`src/rtl/pc_seq.sv`:
```
// RISC8 program counter and fetch sequencer: PC, return stack and
// instruction register, with flush-based resolution of jumps and skips.
module pc_seq #(
    parameter int PC_WIDTH = 11,
    parameter int STACK_DEPTH = 2,
    parameter logic [PC_WIDTH-1:0] RESET_VEC = {PC_WIDTH{1'b1}}
) (
    input  logic                clk,
    input  logic                reset,
    input  logic                stall,
    output logic [PC_WIDTH-1:0] romaddr,
    input  logic [11:0]         romdata,
    output logic [11:0]         inst,
    output logic                squashed,
    input  logic                aluz,
    input  logic                pclwe,
    input  logic [7:0]          pclin,
    input  logic [1:0]          pa,
    output logic                stk_ovf,
    output logic                stk_unf
);

    localparam int CW = $clog2(STACK_DEPTH + 1);

    logic [PC_WIDTH-1:0] pc;
    logic [PC_WIDTH-1:0] next_pc;
    logic [PC_WIDTH-1:0] pc_inc;
    logic [PC_WIDTH-1:0] stk [STACK_DEPTH];
    logic [CW-1:0]       cnt;
    logic                full;
    logic                flush;
    logic                push;
    logic                pop;
    logic                is_retlw;
    logic                is_call;
    logic                is_goto;
    logic                skip;
    logic [10:0]         call_t;
    logic [10:0]         goto_t;
    logic [10:0]         pcl_t;

    assign romaddr = pc;
    assign pc_inc  = pc + 1'b1;
    assign full    = (cnt == CW'(STACK_DEPTH));

    assign is_retlw = (inst[11:8] == 4'b1000);
    assign is_call  = (inst[11:8] == 4'b1001);
    assign is_goto  = (inst[11:9] == 3'b101);

    // DECFSZ/INCFSZ and BTFSC skip on zero, BTFSS on nonzero
    assign skip = ((inst[11:6] == 6'b001011) && aluz)
               || ((inst[11:6] == 6'b001111) && aluz)
               || ((inst[11:8] == 4'b0110) && aluz)
               || ((inst[11:8] == 4'b0111) && !aluz);

    // Full 11-bit targets; upper page bits fall away for narrower PCs
    assign call_t = {pa, 1'b0, inst[7:0]};
    assign goto_t = {pa, inst[8:0]};
    assign pcl_t  = {pa, 1'b0, pclin};

    always_comb begin
        next_pc = pc_inc;
        flush   = 1'b0;
        push    = 1'b0;
        pop     = 1'b0;
        if (!squashed) begin
            priority case (1'b1)
                is_retlw: begin
                    next_pc = stk[0];
                    pop     = 1'b1;
                    flush   = 1'b1;
                end
                is_call: begin
                    next_pc = call_t[PC_WIDTH-1:0];
                    push    = 1'b1;
                    flush   = 1'b1;
                end
                is_goto: begin
                    next_pc = goto_t[PC_WIDTH-1:0];
                    flush   = 1'b1;
                end
                pclwe: begin
                    next_pc = pcl_t[PC_WIDTH-1:0];
                    flush   = 1'b1;
                end
                skip: begin
                    flush = 1'b1;
                end
                default: begin
                    flush = 1'b0;
                end
            endcase
        end
    end

    always_ff @(posedge clk or posedge reset) begin
        if (reset) begin
            pc       <= RESET_VEC;
            inst     <= 12'h000;
            squashed <= 1'b1;
        end else if (!stall) begin
            pc       <= next_pc;
            inst     <= flush ? 12'h000 : romdata;
            squashed <= flush;
        end
    end

    // Push shifts down dropping the deepest; pop shifts up keeping the deepest
    always_ff @(posedge clk or posedge reset) begin
        if (reset) begin
            for (int i = 0; i < STACK_DEPTH; i++) begin
                stk[i] <= '0;
            end
            cnt     <= '0;
            stk_ovf <= 1'b0;
            stk_unf <= 1'b0;
        end else if (!stall) begin
            if (push) begin
                for (int i = STACK_DEPTH - 1; i > 0; i--) begin
                    stk[i] <= stk[i-1];
                end
                stk[0] <= pc;
                if (full) begin
                    stk_ovf <= 1'b1;
                end else begin
                    cnt <= cnt + CW'(1);
                end
            end else if (pop) begin
                if (cnt == '0) begin
                    stk_unf <= 1'b1;
                end else begin
                    for (int i = 0; i < STACK_DEPTH - 1; i++) begin
                        stk[i] <= stk[i+1];
                    end
                    cnt <= cnt - CW'(1);
                end
            end
        end
    end

endmodule
```
`config.mk`:
```
export PLATFORM = sky130hd
export DESIGN_NAME = pc_seq
export DESIGN_NICKNAME = d
export VERILOG_FILES = /design/src/rtl/pc_seq.sv
export SDC_FILE = /design/constraint.sdc
export NUM_CORES = 1
export LEC_CHECK = 0
export ABC_AREA = 1
export BUFFER_PORTS_ARGS = -buffer_cell sky130_fd_sc_hd__clkbuf_2
export CAP_MARGIN = 20
export CORE_MARGIN = 2
export CORE_UTILIZATION = 52
export DETAILED_ROUTE_END_ITERATION = 10
export PLACE_DENSITY = 0.76
export SYNTH_ARGS = -nofsm -noshare
export SYNTH_HDL_FRONTEND = slang
export SYNTH_SLANG_ARGS = --single-unit
```
`constraint.sdc`:
```
create_clock -name clk -period 3.5 [get_ports clk]
set_input_delay 0.175 -clock clk [delete_from_list [all_inputs] [get_ports clk]]
set_output_delay 0.175 -clock clk [all_outputs]
set_load 0.005 [all_outputs]
```
Word-level counts from Yosys, hierarchy flattened
Index checks and enable logic that the tools add are counted.
Widths: inputs -> output; s select.
Word-level totals
  output and inout port bits: 26
  bits of input ports: 27
  bits in registers: 50
  word-level logic and storage cells: 62
Operators by class
  reductions and logical operators: 15
  add/subtract/negate cells: 3
  bitwise logic cells: 2
  equal/unequal tests: 10
  muxes and demuxes: 24
Operators with widths (count)
  $mux 11: 8
  $eq 6x4->1 const B: 2
  $mux 12: 1
  $add 11x1->11 const B: 1
  $mux 1: 11
  $eq 4x3->1 const B: 2
  $eq 4x4->1 const B: 2
  $mux 2: 4
  $reduce_and 4->1: 2
  $reduce_and 3->1: 2
  $logic_and 1x1->1: 4
  $ne 2x2->1 const B: 2
  $eq 3x3->1 const B: 1
  $logic_or 1x1->1: 3
  $add 2x1->2 const B: 1
  $eq 2x2->1 const B: 1
  $logic_not 2->1: 1
  $not 1->1: 2
  $reduce_and 2->1: 1
  $reduce_bool 2->1: 1
  $sub 2x1->2 const B: 1
  $logic_not 1->1: 1

Logic depth before layout (Yosys ltp)
  depth after elaboration: 12
  depth in mapped cells: 10
  depth with buffers taken out: 10

Worst setup path before layout
No wires, ideal clock.
  path kind: register to register
  start point: register pc[0], in the netlist romaddr[0]
  end point: register pc[4], in the netlist romaddr[4]
  setup slack: 1.986 ns
  cell stages (with the launch flop): 10
  data arrival time: 1.438 ns
  cells stage by stage: dfstp_2 ha_1 clkbuf_1 nand3_1 xor2_1 nand2_1 nand2_1 nand2_1 nand2_1 nand2_1
On the way
  word-level cells in the longest chain between the ends: 6
RTL lines
  start: declaration: line 25  | logic [PC_WIDTH-1:0] pc;
  start signal: assignment: line 102  | pc <= next_pc;
  $add 11x1->11 (*): line 43  | assign pc_inc = pc + 1'b1;
  $mux 11 (4 in a row): line 67  | priority case (1'b1)
  $mux 11 (*): line 66  | if (!squashed) begin
Every way passes the cells marked *; elsewhere a longest branch is shown, timed or not.
A chain may end at the register's enable or synchronous reset.

Worst setup path in the final report
  start point: register squashed
  end point: register inst[9]
On the way
  word-level cells in the longest chain between the ends: 2
RTL lines
  start: declaration: line 14  | output logic squashed,
  start signal: assignment: line 104  | squashed <= flush;
  $mux 1: line 66
  $mux 12: line 103  | inst <= flush ? 12'h000 : romdata;
  end signal: assignment: line 103
  end: declaration: line 13  | output logic [11:0] inst,
No other way between the ends.

==> results_dict.tcl <==
set metrics [dict create \
    path_class "register to register" \
    setup_tns_ns 0 \
    cp-end-kind "register" \
    finalHoldViolCount 0 \
    clock.fmax_ghz 0.508 \
    arrival_ns 2.19 \
    clockBufferDepth 2 \
    path_clk_slew_ns 0.10 \
    cp_num_cells 6 \
    avgSynthCellArea_um2 7.13 \
    maxSlewHeadroom_pct 57.1 \
    std_cell_rows 26 \
    diodes 0 \
    die_w_um 77.6 \
    yosysUniqueCellTypes 28 \
    h-tree-depth 2 \
    route.vias.total 2714 \
    power.leakage_nw 1.76 \
    drv_slew 0 \
    r2r_cells 6 \
    grt_max_degree 51 \
    cts_tree "built" \
    min_path_type "input pin to register" \
    nNetsFinal 473 \
    drt_wl_total_um 7150 \
    finalSetupViolCount 0 \
    synthDominantCellAreaShare_pct 33.8 \
    multi_input_area_um2 1310 \
    cts_resized 0 \
    synth_nets 423 \
    finClkSkew_ns 0.0102 \
    grt_pass1_wl_um 12300 \
    fin_area_um2 3230 \
    dr.first_iter.drc_count 204 \
    period_needed_ns 1.97 \
    fillers 465 \
    core_region_area_um2 5170 \
    drt-wirelength-per-cell_um 13.9 \
    grt_usage_pct 25.6 \
    firstDrtPassIters 5 \
    hpwlAfterDp_um 5200 \
    ios 53 \
    grt_pass1_vias 2564 \
    critPathBufInv 2 \
    maxCapViolCount 0 \
    ys_ff_latch 50 \
    irDropWorstVdd_mv 0.389 \
    synth_cells 395 \
    crit_path_top_delay_cell "dfstp_2" \
    drtAntennaViolNets 0 \
    syn2layout_area_growth_pct 14.7 \
    gp_congestion 0.873 \
    fp.dieArea_um2 6020 \
    ys.warnings.count 0 \
    crit_path_start_kind "register" \
    start_util_pct 54.4 \
    final-seq-area_um2 1270 \
    yosys.area.top_type "dfrtp_1" \
    root_buffer "clkbuf_8" \
    cts.sinks 50 \
    netlist_top_cells_area "dfrtp_1 34%, nand2_1 23%, dfstp_2 11%" \
    synthesis.area_um2 2820 \
    crit_family "simple AND/OR/NAND/NOR gates" \
    drive_gt1_share_pct 19.5 \
    rsz0062_at_grt "false" \
    vias_per_cell 5.26 \
    ys_seq_area_share_pct 45.0 \
    clk_latency_ns 0.31 \
    crit_chain "inv_1 -> nor2_1 -> inv_1 -> nand2_1 -> nand2_1 -> o21ai_0" \
    worstHoldPathCells 3 \
    holdWs_ns 0.0470 \
    die_height_um 77.6 \
    status "finished, final reports clean" \
    place_area_um2 3090 \
    cts_buffers 5 \
    min_period_over_period_pct 56.3 \
    cp_data_required_time_ns 3.73 \
    worst_slew_pin_slew_ns 0.641 \
    p_per_area_nw_per_um2 588 \
    antenna_found_initial 0 \
    grt-ovfl-total 0 \
    crit_path_max_fanout 13 \
    max_stage_delay_ns 0.55 \
    portBuffers 52 \
    drcViolationCount 0 \
]
==> state kept, by name, summed over array words and instances, names as in the netlist <==
| signal | flops |
|---|---|
| stk_ovf | 1 |
| cnt | 2 |
| romaddr | 11 |
| inst | 12 |
| stk | 22 |
| squashed | 1 |
| stk_unf | 1 |
==> cell families after synthesis <==
| logic type | Yosys count | share of synthesized area, % |
|---|---|---|
| AOI/OAI and AO/OA | 64 | 12.6 |
| xor gates and xnor gates | 4 | 1.24 |
| adders and majority gates | 1 | 0.444 |
| buffers and inverters | 55 | 8.36 |
| DFF | 50 | 45.0 |
| and+or+nand+nor | 221 | 32.4 |
==> tightest hold or removal path: cells and delay by family <==
kind,cells,cell delay (ns)
buffers and inverters,1,0.07
AND/OR/NAND/NOR,2,0.09
==> stage by stage <==
| stage | setup slack (ns) | std cells | total power (W) | utilization, % |
|---|---|---|---|---|
| after global placement | 1.49 | 506 | 0.00147 | 59.8 |
| after floorplan | 1.99 | 395 | 0.00125 | - |
| after global routing | 1.35 | 516 | 0.00203 | 62.4 |
| final | 1.53 | 516 | 0.00190 | 62.4 |
| after CTS | 1.52 | 514 | 0.00190 | 61.9 |
| after detailed placement | 1.38 | 506 | 0.00148 | 59.8 |
==> power breakdown <==
part	internal (W)	switching (W)
clock network	0.000214	0.000199
logic	0.000230	0.000365
registers	0.000741	0.000149
total	0.00118	0.000713
==> final timing paths <==
check                                          end  slack [ns]            startpoint
setup / recovery               inst[9]$_DFFE_PP0N_        1.53  squashed$_DFFE_PP1N_
max in group asynchronous  romaddr[10]$_DFFE_PP1N_        2.48                 reset
hold reg to reg                stk_ovf$_DFFE_PP0P_        0.48   stk_ovf$_DFFE_PP0P_
min in group asynchronous     inst[11]$_DFFE_PP0N_        0.42                 reset
hold / removal                 inst[4]$_DFFE_PP0N_        0.05            romdata[4]
setup reg to reg               inst[9]$_DFFE_PP0N_        1.53  squashed$_DFFE_PP1N_
==> metal layers <==
metal | track usage [%] | vias to the layer above | wire length [um]
met2 | 39.7 | 110 | 3260
met4 | 7.86 | 0 | 97
li1 | - | 1343 | -
met1 | 36.9 | 1252 | 3380
met3 | 3.95 | 9 | 421
met5 | 0 | - | 0
==> cells in the mapped netlist <==
library cell  count
o22ai_1           3
buf_6             3
nand3_4           1
nand3_1          19
nor3_1            1
nor2_4            4
o211ai_1          1
nand2_1         169
xor2_1            3
o21ai_1           2
inv_1            41
o21ai_2           3
o21ai_0          40
a21boi_0          1
clkbuf_1          3
inv_2             3
ha_1              1
a31o_2            2
a22oi_1           3
nor2_1           22
or2_0             1
xnor2_1           1
nand4_1           2
dfrtp_1          38
dfstp_2          12
a21oi_1           9
buf_2             5
nand2_2           2
==> cells in the final DEF (no fill, tap or decap), types with 2 or more instances in the layout <==
| cell | instances |
|---|---|
| a21oi_1 | 9 |
| a22oi_1 | 3 |
| a31o_2 | 2 |
| clkbuf_1 | 2 |
| clkbuf_2 | 52 |
| clkbuf_8 | 5 |
| dfrtp_1 | 38 |
| dfstp_2 | 12 |
| inv_1 | 40 |
| inv_2 | 4 |
| nand2_1 | 169 |
| nand2_2 | 2 |
| nand3_1 | 19 |
| nand4_1 | 2 |
| nor2_1 | 22 |
| nor2_4 | 4 |
| o21ai_0 | 40 |
| o21ai_1 | 2 |
| o21ai_2 | 3 |
| o22ai_1 | 3 |
| xor2_1 | 3 |
==> what timing repair did <==
item                      CTS  global route
buffers inserted            0             0
hold buffers                0             1
hold endpoints to repair    0            17
==> layout make-up <==
class | count | share of cell area, %
Clock buffer | 7 | 2.36
Clock inverter | 1 | 0.930
Inverter | 44 | 5.11
Multi-Input combinational cell | 290 | 40.7
Sequential cell | 50 | 39.2
Tap cell | 70 | 2.71
Timing Repair Buffer | 54 | 8.99
No activity file was read; power rests on OpenSTA's default activity.
